===== src/rtl/mem_access_unit_pkg.sv =====
// Shared constants for the load/store bus access unit: FSM encoding,
// RV32I load/store funct3 codes and the default bus timeout.
package mem_access_unit_pkg;

  localparam logic [1:0] ST_IDLE   = 2'd0;
  localparam logic [1:0] ST_ACCESS = 2'd1;
  localparam logic [1:0] ST_DONE   = 2'd2;

  localparam logic [2:0] F3_LB  = 3'd0;
  localparam logic [2:0] F3_LH  = 3'd1;
  localparam logic [2:0] F3_LW  = 3'd2;
  localparam logic [2:0] F3_LBU = 3'd4;
  localparam logic [2:0] F3_LHU = 3'd5;

  localparam logic [2:0] F3_SB = 3'd0;
  localparam logic [2:0] F3_SH = 3'd1;
  localparam logic [2:0] F3_SW = 3'd2;

  localparam logic [7:0] TIMEOUT_DEFAULT = 8'd255;

endpackage


===== src/rtl/mem_store_align.sv =====
// Combinational legality/alignment check plus byte-enable and lane
// replication for one load/store request.
module mem_store_align
  import mem_access_unit_pkg::*;
(
  input  logic        is_store,
  input  logic [2:0]  fu3,
  input  logic [1:0]  addr_lo,
  input  logic [31:0] wdata,
  output logic [3:0]  be,
  output logic [31:0] lane_wdata,
  output logic        misalign
);

  always_comb begin
    be         = 4'b0000;
    lane_wdata = wdata;
    misalign   = 1'b0;
    if (is_store) begin
      case (fu3)
        F3_SB: begin
          be         = 4'b0001 << addr_lo;
          lane_wdata = {4{wdata[7:0]}};
        end
        F3_SH: begin
          be         = 4'b0011 << {addr_lo[1], 1'b0};
          lane_wdata = {2{wdata[15:0]}};
          misalign   = addr_lo[0];
        end
        F3_SW: begin
          be       = 4'b1111;
          misalign = |addr_lo;
        end
        default: misalign = 1'b1;
      endcase
    end else begin
      // Loads always fetch the full word; the load unit picks the lane.
      case (fu3)
        F3_LB, F3_LBU: be = 4'b1111;
        F3_LH, F3_LHU: begin
          be       = 4'b1111;
          misalign = addr_lo[0];
        end
        F3_LW: begin
          be       = 4'b1111;
          misalign = |addr_lo;
        end
        default: misalign = 1'b1;
      endcase
    end
  end

endmodule


===== src/rtl/mem_access_unit.sv =====
// Single-outstanding bus access sequencer: accepts one load/store from the
// control FSM, drives the memory bus until mem_ready or timeout, pulses done.
module mem_access_unit
  import mem_access_unit_pkg::*;
#(
  parameter logic [7:0] TIMEOUT = TIMEOUT_DEFAULT
) (
  input  logic        clock,
  input  logic        reset,
  input  logic        start,
  input  logic        is_store,
  input  logic [2:0]  fu3,
  input  logic [31:0] addr,
  input  logic [31:0] wdata,
  output logic        mem_req,
  output logic        mem_we,
  output logic [31:0] mem_addr,
  output logic [3:0]  mem_be,
  output logic [31:0] mem_wdata,
  input  logic        mem_ready,
  input  logic [31:0] mem_rdata,
  output logic        busy,
  output logic        done,
  output logic [31:0] rdata_word,
  output logic [1:0]  addr_lo,
  output logic        misalign,
  output logic        bus_err,
  output logic [1:0]  fsm_state
);

  // Bus handshake: a transfer completes on the rising edge where mem_req and
  // mem_ready are both 1; request fields stay frozen while mem_req is high.

  logic [1:0]  state;
  logic [7:0]  timer;
  logic [3:0]  be_next;
  logic [31:0] wdata_next;
  logic        misalign_next;
  logic        timeout_hit;

  mem_store_align u_align (
    .is_store   (is_store),
    .fu3        (fu3),
    .addr_lo    (addr[1:0]),
    .wdata      (wdata),
    .be         (be_next),
    .lane_wdata (wdata_next),
    .misalign   (misalign_next)
  );

  assign timeout_hit = (timer == (TIMEOUT - 8'd1));
  assign busy        = (state != ST_IDLE);
  assign fsm_state   = state;

  always_ff @(posedge clock) begin
    if (!reset) begin
      state      <= ST_IDLE;
      timer      <= 8'd0;
      mem_req    <= 1'b0;
      mem_we     <= 1'b0;
      mem_addr   <= 32'd0;
      mem_be     <= 4'd0;
      mem_wdata  <= 32'd0;
      done       <= 1'b0;
      rdata_word <= 32'd0;
      addr_lo    <= 2'd0;
      misalign   <= 1'b0;
      bus_err    <= 1'b0;
    end else begin
      case (state)
        ST_IDLE: begin
          done     <= 1'b0;
          misalign <= 1'b0;
          bus_err  <= 1'b0;
          if (start) begin
            addr_lo <= addr[1:0];
            if (misalign_next) begin
              // Illegal requests never reach the bus.
              state    <= ST_DONE;
              done     <= 1'b1;
              misalign <= 1'b1;
            end else begin
              state     <= ST_ACCESS;
              timer     <= 8'd0;
              mem_req   <= 1'b1;
              mem_we    <= is_store;
              mem_addr  <= {addr[31:2], 2'b00};
              mem_be    <= be_next;
              mem_wdata <= wdata_next;
            end
          end
        end

        ST_ACCESS: begin
          if (mem_ready) begin
            state   <= ST_DONE;
            done    <= 1'b1;
            mem_req <= 1'b0;
            mem_we  <= 1'b0;
            if (!mem_we) begin
              rdata_word <= mem_rdata;
            end
          end else if (timeout_hit) begin
            state   <= ST_DONE;
            done    <= 1'b1;
            bus_err <= 1'b1;
            mem_req <= 1'b0;
            mem_we  <= 1'b0;
          end else begin
            timer <= timer + 8'd1;
          end
        end

        ST_DONE: begin
          state    <= ST_IDLE;
          done     <= 1'b0;
          misalign <= 1'b0;
          bus_err  <= 1'b0;
        end

        default: begin
          state   <= ST_IDLE;
          done    <= 1'b0;
          mem_req <= 1'b0;
          mem_we  <= 1'b0;
        end
      endcase
    end
  end

endmodule


===== config.mk =====
export PLATFORM = sky130hd
export DESIGN_NAME = mem_access_unit
export DESIGN_NICKNAME = d
export VERILOG_FILES = /design/src/rtl/mem_access_unit_pkg.sv /design/src/rtl/mem_store_align.sv /design/src/rtl/mem_access_unit.sv
export SDC_FILE = /design/constraint.sdc
export NUM_CORES = 1
export LEC_CHECK = 0
export ABC_AREA = 1
export CAP_MARGIN = 10
export CORE_MARGIN = 3
export CORE_UTILIZATION = 38
export DETAILED_ROUTE_END_ITERATION = 12
export PLACE_DENSITY = 0.82
export SYNTH_ARGS = -nofsm -noshare
export SYNTH_HDL_FRONTEND = slang
export SYNTH_HIERARCHICAL = 1
export SYNTH_SLANG_ARGS = --single-unit
export TNS_END_PERCENT = 1

===== constraint.sdc =====
create_clock -name clock -period 1.92 [get_ports clock]
set_input_delay 0.576 -clock clock [delete_from_list [all_inputs] [get_ports clock]]
set_output_delay 0.576 -clock clock [all_outputs]
set_load 0.02 [all_outputs]

==> qor.csv <==
metric;value;unit
ctsHoldBuffers;0;
skew;0.006378;ns
utilization;0.6172;
maxCapViolCount;0;
postSynthAreaPerCell;7.072;um^2
fillers;1225;
p_leak;3.920;nW
grt_max_degree;64;
gp_congestion;0.8560;
antenna_found_initial;0;
fin_crit;1.830;ns
fin_nets;1037;
period_share;0.9533;
min_path_type;register to register;
arrival;2.14;ns
design_area;7853;um^2
root_buffer;clkbuf_16;
powerDensity;904.9;nW/um^2
grt_pass1_vias;5170;
rows;41;
required;2.23;ns
cts_buffers;17;
grtUsageTotal;0.2129;
route.detailed.drc;0;
peakVddDrop;0.0005382;V
dpl.hpwl;11.22;mm
clock.fmax;0.5464;GHz
power.total;7.106;mW
first_pass_iters;4;
num_vias;5271;
wl_per_cell;14.50;um
hold_violations;0;
reg2reg_setup_slack;0.34;ns
clk_latency;0.42;ns
worstSetupEndpointType;register;
critPathBufInv;3;
wl;16.19;mm
clock-sinks;115;
critPathTopFamily;buffers and inverters;
syn_inst;705;
io_buffers;211;
start_util;0.3919;
crit_top_cell;nor2_1;
layout_setup_ws;0.08970;ns
cts_tree;yes;
htree_levels;4;
clk_pin_slew;0.05;ns
drive_gt1_frac;0.1038;
coreArea;12720;um^2
cpMaxStageDelayCell;clkdlybuf4s50_1;
synth_area;4986;um^2
report.final.slew_viol_count;0;
critPathLaunchType;input port;
synth-seq-cells;115;
die-width;120.5;um
ys_seq_area_frac;0.4617;
path_class;input port to register;
io_pins;214;
grt_pass1_wl;24.65;mm
critPathMaxStageDelay;0.48;ns
synth_cell_types;32;
synthTopCellsByArea;dfxtp_1 46%, nor2_1 16%, nand2_1 9.8%, o21ai_0 9.0%, buf_6 3.4%;
placed_area;7293;um^2
dp_slack;-0.5921;ns
via_per_inst;4.723;
grt-ovfl-total;0;
syn_to_final_growth;57.49;%
antenna_cells;0;
yosys_warnings;6;
die_h;120.5;um
route.antenna.remaining_nets;0;
rsz0062_at_grt;no;
dieArea;14530;um^2
clockBufferDepth;2;
synth_top_cell_by_area;dfxtp_1;
cp_cell_sequence;clkdlybuf4s50_1 > nor2_1 > or2_2 > nand2_4 > nor2_4 > buf_6 > clkbuf_16 > o21ai_0 > nor2_1;
status;finished, final reports clean;
drtIter0Drc;261;
synth_top_area_frac;0.4617;
setup_violations;0;
path_max_fanout;16;
==> cells in the mapped netlist (all sizes together) <==
library cell and n:
nor2 223, nand2 134, dfxtp 115, o21ai 102, buf 30, nand3 30
inv 28, clkbuf 15, a21oi 14, nor3 3, clkinv 2, ha 2
or2 2, conb 1, nand4 1, o211ai 1, xnor2 1, xor2 1
==> layer usage <==
layer  GRT usage  up-vias  wire [um]
li1            -     2679          -
met1      0.2421     2352       6609
met2      0.3563      210       7717
met3     0.08700       30       1498
met4     0.08357        0        360
met5           0        -          0
==> final timing paths <==
path / from / end / cells after the start
hold / removal: mem_req$_SDFFE_PN0P_ / mem_req$_SDFFE_PN0P_ / 2
setup / recovery: addr[1] / mem_addr[7]$_SDFFE_PN0P_ / 9
hold reg to reg: mem_req$_SDFFE_PN0P_ / mem_req$_SDFFE_PN0P_ / 2
setup reg to reg: fsm_state[0]$_SDFFE_PN0P_ / rdata_word[13]$_SDFFE_PN0P_ / 7
==> flip-flops by register name, summed over array words and instances (netlist names), 2 cells and up <==
signal and flops:
fsm_state 2, mem_be 4, mem_wdata 32, mem_addr 30, timer 8, addr_lo 2
rdata_word 32
==> tightest hold or removal path, delay by kind of cell (launching register included) <==
| family | cells | cell delay [ns] |
|---|---|---|
| AOI/OAI and AO/OA | 1 | 0.05 |
| buffers and inverters | 1 | 0.05 |
| DFF | 1 | 0.30 |
==> cell type report <==
type	instances	area, um^2	area share
clock buffers	22	444.2	0.05656
clock inverters	10	86.33	0.01099
inverters	30	113.9	0.01450
multi-input cells	516	2276	0.2898
flip-flops and latches	115	2303	0.2933
well taps	172	215.2	0.02741
repair buffers	251	2414	0.3074
==> placed cells by master, fill, tap and decap left out, types with 6 or more instances in the layout <==
master	Yosys	final
buf_4	10	27
clkbuf_16	0	20
clkdlybuf4s50_1	0	98
dlygate4sd2_1	0	108
o21ai_1	12	47
nand3_1	27	27
clkinv_2	1	6
dfxtp_1	115	114
inv_2	5	7
nor2_1	218	216
inv_1	23	21
nand2_1	130	128
a21oi_1	14	13
o21ai_0	90	53
==> timing repair <==
action,CTS,global route
pin swaps,2,4
gates resized for setup,113,52
cloned,0,5
setup buffers,0,2
setup endpoints to repair,182,76
==> where the power goes <==
part | switching [mW] | leakage, nW | total (mW) | internal [mW]
clock | 1.08 | 0.254 | 2.84 | 1.76
combinational | 0.886 | 2.73 | 1.56 | 0.678
sequential | 0.104 | 0.939 | 2.70 | 2.59
total | 2.07 | 3.92 | 7.11 | 5.03
==> per-stage QoR <==
stage | setup TNS (ns) | std cells | hold slack [ns]
2_1_floorplan | 0 | 706 | 0.4503
3_3_place_gp | -34.10 | 1077 | 0.4336
3_5_place_dp | -39.95 | 1077 | 0.4368
4_1_cts | -0.02752 | 1109 | 0.4425
5_1_grt | 0 | 1116 | 0.4783
6_report | 0 | 1116 | 0.4404
==> cells by family (layout without fill, tap and decap cells) <==
family	count (synthesis)	in the layout	share of synthesized area
flops	115	115	0.4617
fa+ha+maj	2	2	0.005018
xor+xnor	2	2	0.003514
compound gates	117	117	0.1179
buf+inv	75	313	0.08883
simple gates	393	393	0.3222
other cells	1	2	0.0007521
No activity file was read; power rests on OpenSTA's default activity.
